### src/rtl/dht_pkg.sv
// Shared types and constants for the DHT11 single-wire reader and the
// control stage that consumes its 40-bit frame.
package dht_pkg;

    // Reader FSM states; exported on the debug port of dht11_reader.
    typedef enum logic [3:0] {
        ST_IDLE      = 4'd0,
        ST_START_LOW = 4'd1,
        ST_RELEASE   = 4'd2,
        ST_RESP_LOW  = 4'd3,
        ST_RESP_HIGH = 4'd4,
        ST_BIT_LOW   = 4'd5,
        ST_BIT_HIGH  = 4'd6,
        ST_CHECK     = 4'd7,
        ST_DONE      = 4'd8
    } state_t;

    // Frame layout, MSB first: {RH int, RH dec, T int, T dec, checksum}.
    localparam int FRAME_BITS = 40;
    localparam int RH_INT_MSB = 39;
    localparam int RH_INT_LSB = 32;
    localparam int T_INT_MSB  = 23;
    localparam int T_INT_LSB  = 16;
    localparam int CSUM_MSB   = 7;
    localparam int CSUM_LSB   = 0;

    // Width of the microsecond phase counter.
    localparam int US_CNT_W = 15;

    // Default timing, in microseconds.
    localparam int DEF_START_LOW_US   = 18000;
    localparam int DEF_TIMEOUT_US     = 100;
    localparam int DEF_BIT1_THRESH_US = 40;

    // Modulo-256 sum of the four payload bytes.
    function automatic logic [7:0] frame_csum(input logic [FRAME_BITS-1:0] f);
        logic [7:0] s;
        s = f[39:32] + f[31:24] + f[23:16] + f[15:8];
        return s;
    endfunction

endpackage

### src/rtl/dht11_reader_us_tick.sv
// Free-running divider that emits a one-cycle strobe every DIV clocks.
// With DIV = 1 the strobe is permanently high.
module us_tick #(
    parameter int DIV = 50
) (
    input  logic clk,
    input  logic rst,
    output logic tick
);

    localparam int CW = (DIV > 1) ? $clog2(DIV) : 1;

    logic [CW-1:0] cnt;

    assign tick = (cnt == CW'(DIV - 1));

    // Divider counter: wraps to zero on the strobe cycle.
    always_ff @(posedge clk or posedge rst) begin
        if (rst) begin
            cnt <= '0;
        end else if (tick) begin
            cnt <= '0;
        end else begin
            cnt <= cnt + 1'b1;
        end
    end

endmodule

### src/rtl/dht11_reader.sv
// DHT11 single-wire reader: issues the host start pulse, times the sensor
// response and 40 data bits, verifies the checksum and holds the result.
//
// Handshake: start is a request level sampled every clock; it is accepted
// only while busy = 0 (IDLE or DONE). done/error/data are held levels that
// stay valid from the rising edge of done until the next accepted start.
module dht11_reader
    import dht_pkg::*;
#(
    parameter int CLK_FREQ_HZ    = 50_000_000,
    parameter int START_LOW_US   = DEF_START_LOW_US,
    parameter int TIMEOUT_US     = DEF_TIMEOUT_US,
    parameter int BIT1_THRESH_US = DEF_BIT1_THRESH_US
) (
    input  logic                  clk,
    input  logic                  rst,
    input  logic                  start,
    input  logic                  dht_in,
    output logic                  dht_oe,
    output logic                  busy,
    output logic [FRAME_BITS-1:0] data,
    output logic                  done,
    output logic                  error,
    output state_t                dbg_state
);

    localparam int TICK_DIV = CLK_FREQ_HZ / 1_000_000;

    state_t                state;
    logic [US_CNT_W-1:0]   us_cnt;
    logic [US_CNT_W:0]     us_now;
    logic [FRAME_BITS-1:0] shreg;
    logic [5:0]            bit_cnt;
    logic                  tick;
    logic                  sync_1, sync_2, sync_prev;
    logic                  fall, rise;
    logic                  wait_fall, wait_rise, sensor_phase, edge_hit;
    logic                  timed_out, bit_val;

    us_tick #(
        .DIV(TICK_DIV)
    ) u_tick (
        .clk (clk),
        .rst (rst),
        .tick(tick)
    );

    // Two-flop synchronizer plus one history flop for edge detection;
    // the idle line is pulled up, so everything resets high.
    always_ff @(posedge clk or posedge rst) begin
        if (rst) begin
            sync_1    <= 1'b1;
            sync_2    <= 1'b1;
            sync_prev <= 1'b1;
        end else begin
            sync_1    <= dht_in;
            sync_2    <= sync_1;
            sync_prev <= sync_2;
        end
    end

    assign fall = sync_prev & ~sync_2;
    assign rise = ~sync_prev & sync_2;

    // Elapsed microseconds in the current phase, counting a tick that
    // lands on this very cycle so a phase of N us reads exactly N.
    assign us_now    = {1'b0, us_cnt} + {{US_CNT_W{1'b0}}, tick};
    assign timed_out = (us_now >= 16'(TIMEOUT_US));
    assign bit_val   = (us_now > 16'(BIT1_THRESH_US));

    // Which line edge ends the current sensor-driven phase.
    always_comb begin
        wait_fall = 1'b0;
        wait_rise = 1'b0;
        case (state)
            ST_RELEASE, ST_RESP_HIGH, ST_BIT_HIGH: wait_fall = 1'b1;
            ST_RESP_LOW, ST_BIT_LOW:               wait_rise = 1'b1;
            default: ;
        endcase
        sensor_phase = wait_fall | wait_rise;
        edge_hit     = (wait_fall & fall) | (wait_rise & rise);
    end

    // Main FSM with registered outputs; any state change clears the us counter.
    always_ff @(posedge clk or posedge rst) begin
        if (rst) begin
            state   <= ST_IDLE;
            us_cnt  <= '0;
            dht_oe  <= 1'b0;
            busy    <= 1'b0;
            done    <= 1'b0;
            error   <= 1'b0;
            data    <= '0;
            shreg   <= '0;
            bit_cnt <= '0;
        end else begin
            if (tick && us_cnt != '1) begin
                us_cnt <= us_cnt + 1'b1;
            end

            case (state)
                ST_IDLE, ST_DONE: begin
                    if (start) begin
                        state   <= ST_START_LOW;
                        us_cnt  <= '0;
                        dht_oe  <= 1'b1;
                        busy    <= 1'b1;
                        done    <= 1'b0;
                        error   <= 1'b0;
                        shreg   <= '0;
                        bit_cnt <= '0;
                    end
                end
                ST_START_LOW: begin
                    if (us_now >= 16'(START_LOW_US)) begin
                        state  <= ST_RELEASE;
                        us_cnt <= '0;
                        dht_oe <= 1'b0;
                    end
                end
                ST_RELEASE: begin
                    if (edge_hit) begin
                        state  <= ST_RESP_LOW;
                        us_cnt <= '0;
                    end
                end
                ST_RESP_LOW: begin
                    if (edge_hit) begin
                        state  <= ST_RESP_HIGH;
                        us_cnt <= '0;
                    end
                end
                ST_RESP_HIGH: begin
                    if (edge_hit) begin
                        state  <= ST_BIT_LOW;
                        us_cnt <= '0;
                    end
                end
                ST_BIT_LOW: begin
                    if (edge_hit) begin
                        state  <= ST_BIT_HIGH;
                        us_cnt <= '0;
                    end
                end
                ST_BIT_HIGH: begin
                    if (edge_hit) begin
                        shreg   <= {shreg[FRAME_BITS-2:0], bit_val};
                        bit_cnt <= bit_cnt + 1'b1;
                        us_cnt  <= '0;
                        if (bit_cnt == 6'(FRAME_BITS - 1)) begin
                            state <= ST_CHECK;
                        end else begin
                            state <= ST_BIT_LOW;
                        end
                    end
                end
                ST_CHECK: begin
                    state  <= ST_DONE;
                    us_cnt <= '0;
                    data   <= shreg;
                    error  <= (frame_csum(shreg) != shreg[CSUM_MSB:CSUM_LSB]);
                    done   <= 1'b1;
                    busy   <= 1'b0;
                end
                default: begin
                    state  <= ST_IDLE;
                    us_cnt <= '0;
                end
            endcase

            // A sensor phase that overruns ends the transaction with no data.
            if (sensor_phase && !edge_hit && timed_out) begin
                state  <= ST_DONE;
                us_cnt <= '0;
                data   <= '0;
                error  <= 1'b1;
                done   <= 1'b1;
                busy   <= 1'b0;
            end
        end
    end

    assign dbg_state = state;

endmodule

### config.mk
export PLATFORM = sky130hd
export DESIGN_NAME = dht11_reader
export DESIGN_NICKNAME = d
export VERILOG_FILES = /design/src/rtl/dht_pkg.sv /design/src/rtl/dht11_reader_us_tick.sv /design/src/rtl/dht11_reader.sv
export SDC_FILE = /design/constraint.sdc
export NUM_CORES = 1
export LEC_CHECK = 0
export CAP_MARGIN = 20
export CORE_MARGIN = 2
export CORE_UTILIZATION = 58
export DETAILED_ROUTE_END_ITERATION = 8
export GPL_TIMING_DRIVEN = 1
export PLACE_DENSITY_LB_ADDON = 0.05
export SYNTH_ARGS = -nofsm -noshare
export SYNTH_HDL_FRONTEND = slang
export SYNTH_SLANG_ARGS = --single-unit
export TNS_END_PERCENT = 5
### constraint.sdc
create_clock -name clk -period 5.4 [get_ports clk]
set_clock_uncertainty 0.2 [all_clocks]
set_input_delay 1.35 -clock clk [delete_from_list [all_inputs] [get_ports clk]]
set_output_delay 1.35 -clock clk [all_outputs]
set_load 0.005 [all_outputs]
* Yosys cells after proc, flatten, opt, wreduce, memory -nomap -nowiden
Cells that the tools add are included.
Widths: inputs -> output; s select.
** Operators by class
- $add $sub $neg :: 7
- Equality and inequality tests :: 22
- Reduce and logical (&&, ||, !) cells :: 17
- Muxes and demuxes :: 37
- Order comparisons :: 3
- Bitwise logic cells :: 8
** Operator list (count)
- $mux 40 :: 4
- $pmux 40 s2 :: 1
- $mux 15 :: 5
- $pmux 15 s3 :: 1
- $mux 4 :: 8
- $pmux 4 s8 :: 1
- $add 8x8->8 :: 3
- $ne 3x3->1 const B :: 7
- $mux 6 :: 3
- $add 15x1->16 :: 1
- $eq 4x3->1 const B :: 4
- $ge 16x15->1 const B :: 1
- $ge 16x7->1 const B :: 1
- $gt 16x6->1 const B :: 1
- $add 15x1->15 const B :: 1
- $ne 15x15->1 const B :: 1
- $add 6x1->6 const B :: 2
- $eq 6x6->1 const B :: 2
- $pmux 6 s2 :: 1
- $eq 4x2->1 const B :: 2
- $mux 1 :: 8
- $ne 8x8->1 :: 1
- $pmux 1 s2 :: 4
- $reduce_and 7->1 :: 1
- other kinds (17) :: 30
** Word-level totals
- Input port bits :: 4
- Register bits after elaboration :: 118
- Output and inout bits :: 48

* Logic depth before layout (Yosys ltp)
- Word-level depth :: 10
- Depth in mapped cells :: 14
- Gate-level depth less buffers :: 13

* Cells and area by module
Synthesis repeated with hierarchy kept, for this count alone.
** Second synthesis, totals
- Cells, all modules :: 604
- Area, all modules :: 6045.8 µm²
** By module, submodules not included
- dht11_reader :: times used 1, cells an instance 578, area an instance 5755.5 µm²
- us_tick :: times used 1, cells an instance 26, area an instance 290.3 µm²

* Worst setup path after synthesis
OpenSTA, ideal clock, no wires.
- Path type :: flip-flop to flip-flop
- From :: reg shreg[9]
- To :: reg error
- Buffers on the path :: 0
- Path slack :: 2.003 ns
- Data arrival time :: 3.072 ns
- Cell stages (with the launch flop) :: 12
- Setup time :: 0.124 ns
- Data required time :: 5.076 ns
- Cells stage by stage :: dfrtp_1 fa_1 fa_1 ha_1 fa_1 a21o_1 a21o_1 a21o_1 a21oi_1 xnor2_1 a31oi_1 or2_1
** On the way
- Cells in the longest elaborated chain, start to end :: 4
** Ends and longest elaborated chain
- from (decl) :: line dht11_reader.sv:32 : logic [FRAME_BITS-1:0] shreg;
- from (signal assigned) :: line dht11_reader.sv:147 : shreg <= {shreg[FRAME_BITS-2:0], bit_val};
- $add 8x8->8 :: line dht_pkg.sv:38 : s = f[39:32] + f[31:24] + f[23:16] + f[15:8];
- $ne 8x8->1 :: line dht11_reader.sv:161 : error <= (frame_csum(shreg) != shreg[CSUM_MSB:CSUM_LSB]);
- $pmux 1 s2 :: line dht11_reader.sv:101 : case (state)
- $mux 1 :: line dht11_reader.sv:172 : if (sensor_phase && !edge_hit && timed_out) begin
- to (signal assigned) :: line dht11_reader.sv:161
- to (decl) :: line dht11_reader.sv:23 : output logic error,
Every way passes these cells.
A chain may end at the register's enable or synchronous reset.

* Final worst setup path
- From :: reg u_tick.cnt[1]
- To :: reg done
** On the way
- Cells in the longest elaborated chain, start to end :: 6
** Ends and longest elaborated chain
- from (decl) :: line dht11_reader_us_tick.sv:13 : logic [CW-1:0] cnt;
- from (signal assigned) :: line dht11_reader_us_tick.sv:24 : cnt <= cnt + 1'b1;
- $eq 6x6->1 * :: line dht11_reader_us_tick.sv:15 : assign tick = (cnt == CW'(DIV - 1));
- $add 15x1->16 * :: line dht11_reader.sv:67 : assign us_now = {1'b0, us_cnt} + {{US_CNT_W{1'b0}}, tick};
- $ge 16x7->1 * :: line dht11_reader.sv:68 : assign timed_out = (us_now >= 16'(TIMEOUT_US));
- $logic_and 1x1->1 * :: line dht11_reader.sv:172
- $ne 3x3->1 (no source line) / $reduce_bool 3->1 (equally long branches)
- $reduce_and 2->1 (no source line)
- to (signal assigned) :: line dht11_reader.sv:91 : done <= 1'b0;
- to (signal assigned) :: line dht11_reader.sv:162 : done <= 1'b1;
- to (signal assigned) :: line dht11_reader.sv:177 : done <= 1'b1;
- to (decl) :: line dht11_reader.sv:22 : output logic done,
Every way passes the cells marked *; elsewhere a longest branch is shown, timed or not.

==> reports/qor.yml <==
area_growth_pct: 19.1
synth_seq_cells: 118
dp_hpwl_mm: 8.46
m1WireLength_mm: 6.00
slew_violations: 0
period_share_pct: 70.5
p_per_area_mw_per_mm2: 333
synth_top_area_share_pct: 47.9
cts_root_buffer: "clkbuf_8"
period_minus_slack_ns: 3.81
cts_setup_buffers: 0
wirelength_mm: 12.7
stdcell_area_mm2: 0.00716
antenna_left: 0
slew_headroom_pct: 37.2
ys_top_cells_by_area: "dfrtp_1, nand2_1, a22o_1"
hp-class: "flop to flop"
ctsHoldBuffers: 0
tightestPinTransition_ns: 0.934
io_buffers: 51
crit_fanout: 29
cts-buffers-inserted: 17
rsz0062_at_grt: "false"
grt_max_degree: 91
max_freq_mhz: 262
vias: 4496
synthArstFlopShare_pct: 100
cp_data_required_time_ns: 5.56
synth-edff-count: 0
place_area_mm2: 0.00656
cts_tree: "yes"
worst_skew_pair.late_latency_ns: 0.52
synth.avg_cell_area_um2: 10.2
synth_top_area_cell: "dfrtp_1"
n_antenna_cell: 0
final_hold_viol_count: 0
grt_pass1_wl_mm: 21.2
htreeDepth: 4
wl_per_cell_um: 16.3
grt_overflow: 0
route.met2.wl_mm: 5.99
synth_flop_cell: "dfrtp_1"
start_util_pct: 59.0
cts_resized: 0
synth_area_mm2: 0.00601
die_area_mm2: 0.0112
synthCells: 588
ir_drop_mv: 0.272
drive_above_1_share_pct: 8.89
path_clk_slew_ns: 0.05
grt_util_all_layers_pct: 24.1
cp_data_arrival_time_ns: 3.97
fin_nets: 662
grt_antenna_before_repair: 0
detail_route.first_pass.iterations: 4
status: "complete, no violations"
clockBufferDepth: 2
setup-tns-final_ns: 0
ys_seq_area_share_pct: 49.2
fp.dieH_um: 106
worstSetupPathType: "flop to flop"
hold_slack_ns: 0.161
routed_via_density: 5.79
coreArea_mm2: 0.0102
setup_viol: 0
grt_pass1_vias: 4255
drc: 0
drt_iter0_markers: 280
cp-start-kind: "flop"
route.met3.wl_um: 493
die_w_um: 106
p_leak_nw: 3.26
gp_congestion: 0.874
topRoutingLayerUsed: "met4"
cp-end-kind: "flop"
cts_sinks: 118
drv_cap: 0
synth.distinct_cells: 59
io_pins: 52
syn_nets: 620
yosys_warnings: 0
rows: 37
[power by group]
group,total [mW],switching [mW],internal [mW]
logic,0.336,0.211,0.124
registers,0.966,0.0475,0.918
clock network,1.08,0.377,0.707
total,2.39,0.636,1.75
[metrics by stage]
step / util (%) / setup WS [ns] / instances / power [mW]
3_5_place_dp: 64.4 / 1.62 / 746 / 1.32
2_1_floorplan: - / 0.726 / 588 / 1.20
3_3_place_gp: 64.4 / 1.79 / 746 / 1.30
4_1_cts: 70.0 / 1.58 / 776 / 2.40
6_report: 70.3 / 1.59 / 777 / 2.39
5_1_grt: 70.3 / 1.14 / 777 / 2.49
[cell families after synthesis]
kind of cell               share of synthesized area [%]
AOI/OAI and AO/OA                                   15.3
muxes                                              0.854
xor gates and xnor gates                            6.41
buffers and inverters                               4.60
and+or+nand+nor                                     16.1
adders and majority gates                           7.58
DFF                                                 49.2
[registers in the layout, summed over array words and instances, names as in the netlist]
name and flops:
u_tick.cnt 6, data 40, sync_1 1, shreg 40
dht_oe 1, bit_cnt 6, sync_2 1, error 1
done 1, us_cnt 15, busy 1, sync_prev 1
dbg_state 4
[layout by cell type, fill, tap and decap left out, types with 7 or more instances in the layout]
cell / synthesis / layout
a21oi_1: 52 / 52
and3_1: 10 / 10
fa_1: 14 / 14
nand4_1: 12 / 12
clkdlybuf4s50_1: 0 / 51
nand2_1: 99 / 99
a21o_1: 7 / 7
nor2_1: 40 / 39
inv_1: 23 / 22
nor3_1: 9 / 9
xor2_1: 13 / 13
dfrtp_1: 115 / 115
a22o_1: 41 / 41
buf_4: 3 / 7
clkbuf_16: 0 / 16
xnor2_1: 31 / 31
ha_1: 14 / 14
[worst max-delay path: stages (launching register included)]
cell and delay (ns):
dfrtp_1 0.39, inv_1 0.07, ha_1 0.14, nand4b_1 0.10, nor2_1 0.32, ha_1 0.31
ha_1 0.28, and2_1 0.27, xnor2_1 0.14, a41o_1 0.23, nand4_1 0.12, o31a_2 0.50
buf_4 0.29, nor3_1 0.22, nor2_1 0.06
[per-layer routing]
metal / vias to the layer above / global-route usage [%]
met3: 18 / 5.19
met5: - / 0
met2: 119 / 35.4
met1: 2231 / 35.6
li1: 2128 / -
met4: 0 / 8.65
[final timing paths]
kind                       slack (ns)     startpoint       end  cells past startpoint
max in group asynchronous        3.15            rst    sync_1                      4
setup reg to reg                 1.59  u_tick.cnt[1]      done                     14
hold reg to reg                  0.16         sync_1    sync_2                      0
hold / removal                   0.16         sync_1    sync_2                      0
setup / recovery                 1.59  u_tick.cnt[1]      done                     14
min in group asynchronous        0.90            rst  data[22]                      2
[final cells by class]
| cell class | count | area [µm²] |
|---|---|---|
| Multi-Input combinational cell | 411 | 2780 |
| Inverter | 23 | 88.8 |
| Sequential cell | 118 | 2960 |
| Fill cell | 767 | 3030 |
| Timing Repair Buffer | 59 | 591 |
| Clock inverter | 9 | 129 |
| Clock buffer | 21 | 439 |
| Tap cell | 136 | 170 |
[Yosys cell counts (2+ instances only)]
library cell	n
ha_1	14
buf_1	5
xnor2_1	31
nor3b_1	2
a22o_1	41
buf_6	5
fa_1	14
nor2b_1	3
o21ai_0	5
mux2i_1	4
a21oi_1	52
nor2_1	40
o22ai_1	2
nand2_1	99
a31o_2	2
and2_1	3
nand3_1	6
nor3_1	9
inv_1	23
and3_1	10
buf_4	3
buf_2	4
a211oi_1	2
dfstp_2	3
dfrtp_1	115
or3_1	2
clkbuf_1	18
o31ai_1	4
nor4_1	3
nand4_2	2
xor2_1	13
and4_1	3
a31oi_1	3
a21o_1	7
nand4_1	12
No activity file was read; power rests on OpenSTA's default activity.
